File: config.mk
export PLATFORM = sky130hd
export DESIGN_NAME = otter_mem_arbiter
export DESIGN_NICKNAME = d
export VERILOG_FILES = /design/src/rtl/otter_arb_pkg.sv /design/src/rtl/otter_mem_arbiter.sv
export SDC_FILE = /design/constraint.sdc
export NUM_CORES = 1
export LEC_CHECK = 0
export BUFFER_PORTS_ARGS = -buffer_cell sky130_fd_sc_hd__buf_4
export CAP_MARGIN = 40
export CORE_ASPECT_RATIO = 1.75
export CORE_MARGIN = 2
export CORE_UTILIZATION = 29
export DETAILED_ROUTE_END_ITERATION = 10
export PLACE_DENSITY = 0.61
export SLEW_MARGIN = 20
export SYNTH_ARGS = -nofsm -noshare
export SYNTH_HDL_FRONTEND = slang
export SYNTH_SLANG_ARGS = --single-unit
File: constraint.sdc
create_clock -name i_clk -period 3.25 [get_ports i_clk]
set_clock_uncertainty 0.2 [all_clocks]
set_input_delay 0.65 -clock i_clk [delete_from_list [all_inputs] [get_ports i_clk]]
set_output_delay 0.65 -clock i_clk [all_outputs]
set_load 0.1 [all_outputs]
File: src/rtl/otter_arb_pkg.sv
// otter_arb_pkg: shared types for the OTTER memory arbiter.
//   arb_state_t : arbiter FSM state (IDLE, GNT_I, GNT_D)
//   arb_owner_t : which requester port owns / last owned the shared bus
package otter_arb_pkg;

  typedef enum logic [1:0] {
    IDLE  = 2'd0,
    GNT_I = 2'd1,
    GNT_D = 2'd2
  } arb_state_t;

  typedef enum logic {
    OWNER_I = 1'b0,
    OWNER_D = 1'b1
  } arb_owner_t;

endpackage

File: src/rtl/otter_mem_arbiter.sv
// otter_mem_arbiter: arbitrates an instruction-fetch port and a data port onto
// one shared memory bus. One transaction in flight at a time.
//   i_clk, i_rst        : clock, synchronous active-high reset
//   i_imem_* / o_imem_* : fetch request/address in, data/ack pulse out
//   i_dmem_* / o_dmem_* : data read/write request in, read data/ack pulse out
//   o_mem_* / i_mem_*   : shared memory bus (req held until i_mem_ack)
// Build option: OTTER_ARB_RR_EN -- ties alternate between ports instead of
// the data port always winning.
//
// state | meaning
// IDLE  | no owner; arbitrate, latch winner's request
// GNT_I | fetch owns the bus, waiting for i_mem_ack
// GNT_D | data port owns the bus, waiting for i_mem_ack
module otter_mem_arbiter
  import otter_arb_pkg::*;
#(
  parameter int ADDR_W = 32,
  parameter int DATA_W = 32
) (
  input  logic                  i_clk,
  input  logic                  i_rst,
  input  logic                  i_imem_req,
  input  logic [ADDR_W-1:0]     i_imem_addr,
  output logic [DATA_W-1:0]     o_imem_r_data,
  output logic                  o_imem_ack,
  input  logic                  i_dmem_re,
  input  logic                  i_dmem_we,
  input  logic [DATA_W/8-1:0]   i_dmem_sel,
  input  logic [ADDR_W-1:0]     i_dmem_addr,
  input  logic [DATA_W-1:0]     i_dmem_w_data,
  output logic [DATA_W-1:0]     o_dmem_r_data,
  output logic                  o_dmem_ack,
  output logic                  o_mem_req,
  output logic                  o_mem_we,
  output logic [DATA_W/8-1:0]   o_mem_sel,
  output logic [ADDR_W-1:0]     o_mem_addr,
  output logic [DATA_W-1:0]     o_mem_w_data,
  input  logic                  i_mem_ack,
  input  logic [DATA_W-1:0]     i_mem_r_data
);

  localparam int SEL_W = DATA_W / 8;

  arb_state_t        state_q, state_d;
  logic [ADDR_W-1:0] addr_q;
  logic [SEL_W-1:0]  sel_q;
  logic [DATA_W-1:0] wdata_q;
  logic              we_q;
  logic              dreq;
  logic              grant_d;

  assign dreq = i_dmem_re | i_dmem_we;

`ifdef OTTER_ARB_RR_EN
  arb_owner_t last_q;

  // On a tie the data port wins only if fetch was granted last.
  assign grant_d = dreq & (~i_imem_req | (last_q == OWNER_I));

  always_ff @(posedge i_clk) begin
    if (i_rst) begin
      last_q <= OWNER_I;
    end else if (state_q == IDLE) begin
      if (state_d == GNT_D)      last_q <= OWNER_D;
      else if (state_d == GNT_I) last_q <= OWNER_I;
    end
  end
`else
  assign grant_d = dreq;
`endif

  always_ff @(posedge i_clk) begin
    if (i_rst) state_q <= IDLE;
    else       state_q <= state_d;
  end

  always_comb begin
    state_d = state_q;
    case (state_q)
      IDLE: begin
        if (grant_d)         state_d = GNT_D;
        else if (i_imem_req) state_d = GNT_I;
      end
      GNT_I, GNT_D: begin
        if (i_mem_ack) state_d = IDLE;
      end
      default: state_d = IDLE;
    endcase
  end

  // Bus outputs come only from the latched request, so requesters may
  // change or drop their inputs while a transaction is in flight.
  assign o_mem_req    = (state_q != IDLE);
  assign o_mem_we     = we_q;
  assign o_mem_sel    = sel_q;
  assign o_mem_addr   = addr_q;
  assign o_mem_w_data = wdata_q;

  always_ff @(posedge i_clk) begin
    if (i_rst) begin
      addr_q        <= '0;
      sel_q         <= '0;
      wdata_q       <= '0;
      we_q          <= 1'b0;
      o_imem_ack    <= 1'b0;
      o_dmem_ack    <= 1'b0;
      o_imem_r_data <= '0;
      o_dmem_r_data <= '0;
    end else begin
      o_imem_ack <= 1'b0;
      o_dmem_ack <= 1'b0;
      case (state_q)
        IDLE: begin
          if (state_d == GNT_D) begin
            addr_q  <= i_dmem_addr;
            sel_q   <= i_dmem_sel;
            wdata_q <= i_dmem_w_data;
            we_q    <= i_dmem_we;  // re+we together is a write
          end else if (state_d == GNT_I) begin
            addr_q  <= i_imem_addr;
            sel_q   <= '1;
            wdata_q <= '0;
            we_q    <= 1'b0;
          end
        end
        GNT_I: begin
          if (i_mem_ack) begin
            o_imem_ack    <= 1'b1;
            o_imem_r_data <= i_mem_r_data;
          end
        end
        GNT_D: begin
          if (i_mem_ack) begin
            o_dmem_ack <= 1'b1;
            if (!we_q) o_dmem_r_data <= i_mem_r_data;
          end
        end
        default: ;
      endcase
    end
  end

endmodule

==> impl_metrics.yaml, run 1 <==
cells_and_area:
  final_common_cell: "buf_4"
  final.fill_count: 1727
  finalNetCount: 924
  final_cell_mix: "buf_4 (282), dfxtp_1 (137), nand2_1 (132), a21oi_1 (65), a22o_1 (33)"
  diodes: 0
  final_cells: 1020
  drive_gt1_frac: 0.401
  fin_util: 0.463
  seqCellArea_sq_um: 2740
  syn2layout_area_growth_pct: 57.2
  multiInputGateArea_sq_um: 2060
clocking:
  h-tree-depth: 4
  clock_latency_ps: 400
  hold_buffers: 0
  cts.sinks: 137
  cts_tree: "done"
  cts_buffer_depth: 2
  cts_resized: 0
  clk_pin_slew_worst_paths_ps: 70
  clockRootBuffer: "clkbuf_16"
  cts_buffers: 17
  cts_setup_buffers: 0
setup_path:
  startpoint_type: "flip-flop"
  endpoint_kind: "flip-flop"
  critPathRequiredTime_ps: 3390
  r2r_cells: 9
  r2r-start: "state_q[1]"
  r2r-end: "o_mem_w_data[17]"
  path_max_fanout: 65
  critPathArrivalTime_ps: 2820
  regToRegSetupSlack_ps: 580
  crit_type: "reg2reg"
floorplanning:
  num_rows: 63
  io-pin-count: 274
  dieArea_sq_um: 18300
  start_util: 0.295
  design.core.area_sq_um: 16900
  die_w_microns: 103
  die_h_microns: 177
global_routing:
  grt_pass1_vias: 4367
  grt_max_degree: 71
  grt_pass1_wl_microns: 22900
  track_usage: 0.165
  overflow: 0
  antenna_found_initial: 0
detailed_routing:
  drc: 0
  drtIter0Drc: 113
  vias_per_cell: 4.54
  drt_wl_total_microns: 15300
  drt_pre_antenna_iters: 4
  vias: 4630
  wl_per_cell_microns: 15.0
  antenna_left: 0
place:
  io_buffers: 273
  placed_cells: 989
  hpwl_microns: 11100
  pre_cts_ws_ps: 445
  gp_congestion: 0.804
flow_run:
  cap_violations: 0
power_and_ir_drop:
  switching_share: 0.381
  powerDensity_nw_per_um2: 701
  irDropWorstVdd_v: 0.000339
  combPwrFrac: 0.307
  p_clk_frac: 0.349
  power.switching_w: 0.00208
  power.total_w: 0.00548
  p_int_w: 0.00339
  p_leak_nw: 3.48
  seqPwrFrac: 0.344
min_path:
  hp-start: "i_dmem_w_data[25]"
  hold_depth: 2
  min_path_type: "in2reg"
  timing.hold.worst_endpoint: "o_mem_w_data[25]"
synthesis:
  netlist_instances: 519
  ys_types: 33
  synth_area_sq_um: 4970
  synth_top_area_frac: 0.552
  yosysWarnings: 0
  syn-num-nets: 662
  ys_top_cells_by_area: "dfxtp_1 (55%), nand2_1 (10%), a21oi_1 (6.5%)"
  avgSynthCellArea_sq_um: 9.58
  ys_seq_area_frac: 0.552
  synth_seq_cells: 137
  synth_top_cell_by_area: "dfxtp_1"
timing:
  period_needed_ps: 2670
  min_period_over_period: 0.822
  relSlewSlack: 0.498
  setup_slack_ps: 577
  hold_viol: 0
  fin_setup_tns_ps: 0
  finalMaxSlewViolations: 0
  rsz0062_at_grt: "false"
  setup_violations: 0
  max_freq_mhz: 374
  worst_pin_slew_ps: 753
run_status:
  outcome: "completed"
[Yosys cell counts]
master	instances
a211oi_1	5
a211oi_2	1
a21oi_1	65
a22o_1	33
a311oi_2	1
a31o_1	1
a31oi_1	1
and2_1	2
buf_2	3
buf_4	3
buf_6	3
clkbuf_1	31
dfxtp_1	137
ha_1	5
inv_1	3
mux2i_1	32
nand2_1	132
nand2b_1	1
nand3b_1	2
nor2_1	9
nor2b_1	2
nor3_1	2
nor3b_1	1
nor4_1	1
o21a_1	1
o21ai_0	1
o21ai_1	1
o22ai_1	4
o2bb2ai_1	32
o31a_1	1
o31ai_1	1
or2_2	1
or3b_1	1
[routing by layer]
layer / part of all wire / global-route usage
met5: 0 / 0
met4: 0.018 / 0.0559
met3: 0.065 / 0.0466
met2: 0.55 / 0.304
met1: 0.37 / 0.173
[kinds of logic after synthesis]
group	synth area share
AND/OR/NAND/NOR	0.124
AO/OA/AOI/OAI	0.208
flip-flops	0.552
buffers and inverters	0.0400
multiplexers	0.0644
adder cells (fa/ha/maj)	0.0126
[stage by stage]
stage	area [sq um]	hold slack [ps]
floorplan	4970	428
global placement	7230	243
detailed placement	7230	247
CTS	7820	225
global route	7820	231
finish	7820	245
[registers in the layout, indices dropped and copies added, names as in the netlist]
name	flops
o_imem_r_data	32
o_mem_w_data	32
o_mem_sel	4
o_dmem_r_data	32
state_q	2
o_mem_we	1
o_mem_addr	32
o_dmem_ack	1
o_imem_ack	1
[power by group through the flow]
stage               clock [W]  combinational (W)  sequential [W]
finish                0.00191            0.00168         0.00188
global route          0.00207            0.00175         0.00190
CTS                   0.00199            0.00170         0.00189
detailed placement          0            0.00170         0.00192
global placement            0            0.00169         0.00192
floorplan                   0           0.000335         0.00284
[worst max-delay path: stages (launching register included)]
cell and delay (ps):
dfxtp_1 340, inv_1 140, ha_1 200, or3b_1 360, o21a_1 200, buf_4 170, a31o_1 210, a311oi_4 250
buf_12 320, a22o_1 190
[area by class of cell]
class / count / share of cell area
Clock inverter: 12 / 0.0181
Timing Repair Buffer: 283 / 0.273
Tap cell: 227 / 0.0363
Inverter: 3 / 0.00144
Sequential cell: 137 / 0.351
Multi-Input combinational cell: 339 / 0.263
Clock buffer: 19 / 0.0567
[worst max path at each step]
stage	startpoint	end	slack [ps]
floorplan	i_dmem_we	o_mem_addr[10]	780
global placement	i_dmem_we	o_mem_w_data[16]	460
detailed placement	i_dmem_we	o_mem_w_data[24]	440
CTS	state_q[0]	o_mem_w_data[17]	580
global route	state_q[1]	o_mem_w_data[19]	420
finish	state_q[1]	o_mem_w_data[17]	580
(Power assumes the default switching activity.)
==> run 2, diff against run 1 <==
Settings changed: PLACE_DENSITY 0.61 to 0.63.
Clock period 3.25 ns to 2.2 ns, I/O delays scaled along.
==> impl_metrics.yaml, run 2 (synthesis gave the netlist of run 1 again) <==
cells_and_area:
  final.fill_count: 1650
  syn2layout_area_growth_pct: 69.0
  final_cell_mix: "buf_4 (304), dfxtp_1 (135), nand2_1 (132), a21oi_1 (65), a22o_1 (33)"
  fin_util: 0.498
  diodes: 0
  seqCellArea_sq_um: 2750
  multiInputGateArea_sq_um: 2180
  finalNetCount: 958
  drive_gt1_frac: 0.453
  final_common_cell: "buf_4"
power_and_ir_drop:
  combPwrFrac: 0.315
  seqPwrFrac: 0.323
  powerDensity_nw_per_um2: 1030
  power.total_w: 0.00864
  p_int_w: 0.00542
  p_leak_nw: 3.77
  switching_share: 0.373
  irDropWorstVdd_v: 0.000498
  power.switching_w: 0.00322
  p_clk_frac: 0.361
timing:
  worst_pin_slew_ps: 781
  hold_viol: 0
  finalMaxSlewViolations: 0
  worst_hold_slack_ps: 35.9
  max_freq_mhz: 417
  setup_violations: 65
  period_needed_ps: 2400
  min_period_over_period: 1.09
  setup_slack_ps: -196
  rsz0062_at_grt: "true"
  fin_setup_tns_ps: -10750
  relSlewSlack: 0.480
setup_path:
  r2r-end: "o_mem_w_data[7]"
  critPathArrivalTime_ps: 2500
  regToRegSetupSlack_ps: -200
  endpoint_kind: "flip-flop"
  critPathRequiredTime_ps: 2300
  r2r_cells: 9
  slowest_stage: "or3b_4"
  crit_buf_inv: 3
  critPathTopFamily: "simple AND/OR/NAND/NOR gates"
  path_cells: "inv_2 > ha_4 > or3b_4 > o21a_4 > nor4_4 > a311oi_4 > buf_4 > clkbuf_16 > a22o_1"
  path_max_fanout: 10
  crit_type: "reg2reg"
  r2r-start: "state_q[0]"
  startpoint_type: "flip-flop"
  crit_start: "state_q[0]"
  cpPeakStageDelay_ps: 380
run_status:
  outcome: "complete, but fails checks"
  violations: "negative setup slack"
floorplanning:
  dieArea_sq_um: 18300
  start_util: 0.295
  die_w_microns: 103
  die_h_microns: 177
  num_rows: 63
  design.core.area_sq_um: 16900
  io-pin-count: 274
clocking:
  cts.sinks: 137
  clock_latency_ps: 400
  cts_buffer_depth: 2
  cts_tree: "done"
  clockRootBuffer: "clkbuf_16"
  clk_pin_slew_worst_paths_ps: 70
  h-tree-depth: 4
  hold_buffers: 0
  cts_buffers: 17
detailed_routing:
  drtIter0Drc: 116
  vias_per_cell: 4.57
  drt_wl_total_microns: 16700
  drc: 0
  vias: 4822
  drt_pre_antenna_iters: 6
  antenna_left: 0
  wl_per_cell_microns: 15.9
min_path:
  hp-start: "i_dmem_w_data[11]"
  hold_depth: 2
  timing.hold.worst_endpoint: "o_mem_w_data[11]"
  min_path_type: "in2reg"
place:
  hpwl_microns: 11700
  io_buffers: 273
  gp_congestion: 0.765
global_routing:
  grt_pass1_wl_microns: 24500
  track_usage: 0.174
  grt_max_degree: 73
  antenna_found_initial: 0
  overflow: 0
  grt_pass1_vias: 4736
flow_run:
  cap_violations: 0
## run 2: changes by cell type in the layout (fill, tap and decap cells not counted), sizes merged
cell | before | now
buf | 283 | 313
clkbuf | 19 | 22
inv | 7 | 10
bufinv | 2 | 4
clkinvlp | 2 | 0
clkinv | 4 | 3
## run 2: layer usage
layer | wire, microns | vias up | GRT usage
met1 | 6770 | 2258 | 0.201
met3 | 685 | 19 | 0.0352
met5 | 0 | - | 0
met2 | 8940 | 141 | 0.304
li1 | - | 2404 | -
met4 | 359 | 0 | 0.0746
## run 2: worst reg2reg max path, stage by stage, from the launching register on
cell and delay [ps]:
dfxtp_2 320, inv_2 70, ha_4 140, or3b_4 380, o21a_4 230, nor4_4 320
a311oi_4 80, buf_4 170, clkbuf_16 170, a22o_1 220
## run 2: cell type report
| class | instances | area share |
|---|---|---|
| Clock buffer | 18 | 0.0522 |
| Clock inverter | 14 | 0.0246 |
| Inverter | 3 | 0.00134 |
| Multi-Input combinational cell | 339 | 0.260 |
| Sequential cell | 137 | 0.327 |
| Tap cell | 227 | 0.0338 |
| Timing Repair Buffer | 317 | 0.302 |
## run 2: worst max path at each step
stage	cells past startpoint	endpoint
detailed placement	8	o_mem_addr[16]
global route	10	o_mem_addr[14]
global placement	8	o_mem_addr[7]
floorplan	10	o_mem_w_data[10]
finish	9	o_mem_w_data[7]
CTS	10	o_mem_addr[14]
## run 2: stage by stage
stage / area [sq um] / setup slack, ps / cells
after floorplan: 5010 / -106 / 519
after global placement: 7490 / -230 / 1014
after detailed placement: 7490 / -281 / 1014
after CTS: 8230 / -202 / 1052
after global routing: 8410 / -261 / 1055
final: 8410 / -196 / 1055
## run 2: power groups by stage
stage	Combinational [W]	Clock [W]	Sequential, W
after global routing	0.00283	0.00334	0.00281
after CTS	0.00266	0.00320	0.00279
after global placement	0.00260	0	0.00284
final	0.00272	0.00312	0.00279
after detailed placement	0.00261	0	0.00283
after floorplan	0.000505	0	0.00419
## run 2: timing repair
| action | in CTS | in global routing |
|---|---|---|
| resized for setup | 8 | 18 |
| pin swaps | 3 | 8 |
| gates cloned | 2 | 4 |
| endpoints found under the setup margin | 65 | 69 |
| setup buffers | 4 | 1 |
==> run 3, diff against run 2 <==
Settings changed: CORE_MARGIN 2 to 3.
==> impl_metrics.yaml, run 3 (synthesis gave the netlist of run 1 again) <==
run_status:
  outcome: "complete, but fails checks"
  violations: "negative setup slack"
cells_and_area:
  drive_gt1_frac: 0.483
  diodes: 0
  final_common_cell: "buf_4"
  syn2layout_area_growth_pct: 73.5
  finalNetCount: 967
  final_cell_mix: "buf_4 (304), dfxtp_1 (135), nand2_1 (132), a21oi_1 (65), a22o_1 (33)"
power_and_ir_drop:
  powerDensity_nw_per_um2: 973
  p_leak_nw: 3.86
  irDropWorstVdd_v: 0.000526
setup_path:
  critPathTopFamily: "compound AO/OA/AOI/OAI gates"
  critPathRequiredTime_ps: 2340
  r2r_cells: 9
  cpPeakStageDelay_ps: 380
  endpoint_kind: "flip-flop"
  path_cells: "inv_2 > ha_4 > or3b_4 > o21a_4 > a31o_4 > a311oi_4 > buf_4 > clkbuf_16 > a22o_1"
  slowest_stage: "or3b_4"
  regToRegSetupSlack_ps: -260
  critPathArrivalTime_ps: 2610
  crit_buf_inv: 3
  crit_type: "reg2reg"
  path_max_fanout: 6
  startpoint_type: "flip-flop"
  r2r-end: "o_mem_w_data[28]"
  r2r-start: "state_q[0]"
clocking:
  cts.sinks: 137
  cts_buffer_depth: 2
  cts_tree: "done"
  clock_latency_ps: 390
  clockRootBuffer: "clkbuf_16"
  hold_buffers: 0
  clk_pin_slew_worst_paths_ps: 60
  cts_buffers: 17
  h-tree-depth: 4
min_path:
  hp-start: "i_dmem_w_data[23]"
  min_path_type: "in2reg"
  timing.hold.worst_endpoint: "o_mem_w_data[23]"
  hold_depth: 2
global_routing:
  antenna_found_initial: 0
  track_usage: 0.170
  overflow: 0
  grt_pass1_wl_microns: 25300
  grt_max_degree: 73
  grt_pass1_vias: 4630
floorplanning:
  num_rows: 62
  start_util: 0.300
  design.core.area_sq_um: 16600
  dieArea_sq_um: 18800
  die_h_microns: 179
  die_w_microns: 105
  io-pin-count: 274
place:
  gp_congestion: 0.760
  hpwl_microns: 12200
  io_buffers: 273
timing:
  fin_setup_tns_ps: -13960
  period_needed_ps: 2460
  worst_pin_slew_ps: 797
  relSlewSlack: 0.469
  setup_violations: 65
  setup_slack_ps: -264
  max_freq_mhz: 406
  min_period_over_period: 1.12
  hold_viol: 0
  finalMaxSlewViolations: 0
  worst_hold_slack_ps: 43.3
  rsz0062_at_grt: "true"
detailed_routing:
  vias_per_cell: 4.65
  wl_per_cell_microns: 16.5
  drt_wl_total_microns: 17500
  drt_pre_antenna_iters: 4
  antenna_left: 0
  vias: 4935
  drc: 0
  drtIter0Drc: 113
flow_run:
  cap_violations: 0
==> run 3: changes by cell type in the layout (fill, tap and decap cells not counted), moves of 3 or more <==
cell and change:
inv_6 -3, o2bb2ai_2 +18, bufinv_16 -3, buf_12 +4, o2bb2ai_1 -18, buf_16 +3
==> run 3: repair_timing <==
item | in CTS | in global routing
setup buffers | 4 | 4
setup endpoints to repair | 65 | 74
gates cloned | 3 | 4
pin swaps | 5 | 9
gates resized for setup | 12 | 37
==> run 3: metal layers <==
metal,part of all wire,global-route usage
met3,0.045,0.0368
met4,0.023,0.0722
met5,0,0
met1,0.38,0.192
met2,0.55,0.309
==> run 3: final cells by class <==
cell class,count,area [sq um]
Inverter,3,11.3
Tap cell,224,280
Clock inverter,13,121
Multi-Input combinational cell,339,2310
Clock buffer,19,443
Sequential cell,137,2750
Fill cell,1620,7980
Timing Repair Buffer,326,2720
==> run 3: metrics by stage <==
step | setup WS (ps) | std cells | power, W | cell area, sq um | util
floorplan | -106 | 519 | 0.00470 | 5010 | -
global placement | -232 | 1014 | 0.00547 | 7550 | 0.455
detailed placement | -266 | 1014 | 0.00548 | 7550 | 0.455
CTS | -209 | 1053 | 0.00831 | 8290 | 0.499
global route | -324 | 1061 | 0.00870 | 8620 | 0.520
finish | -264 | 1061 | 0.00839 | 8620 | 0.520
==> run 3: power by group <==
| group | internal [W] | switching (W) | total [W] |
|---|---|---|---|
| Sequential | 0.00268 | 0.000123 | 0.00280 |
| Clock | 0.00160 | 0.00111 | 0.00271 |
| Combinational | 0.000882 | 0.00200 | 0.00288 |
==> run 3: worst max-delay path by stage <==
stage,start,end,cells after the start
2_1_floorplan,state_q[0],o_mem_w_data[10],10
3_3_place_gp,i_dmem_we,o_mem_addr[22],8
3_5_place_dp,i_dmem_we,o_mem_addr[28],8
6_report,state_q[0],o_mem_w_data[28],9
4_1_cts,state_q[0],o_mem_addr[27],9
5_1_grt,state_q[0],o_mem_w_data[26],9
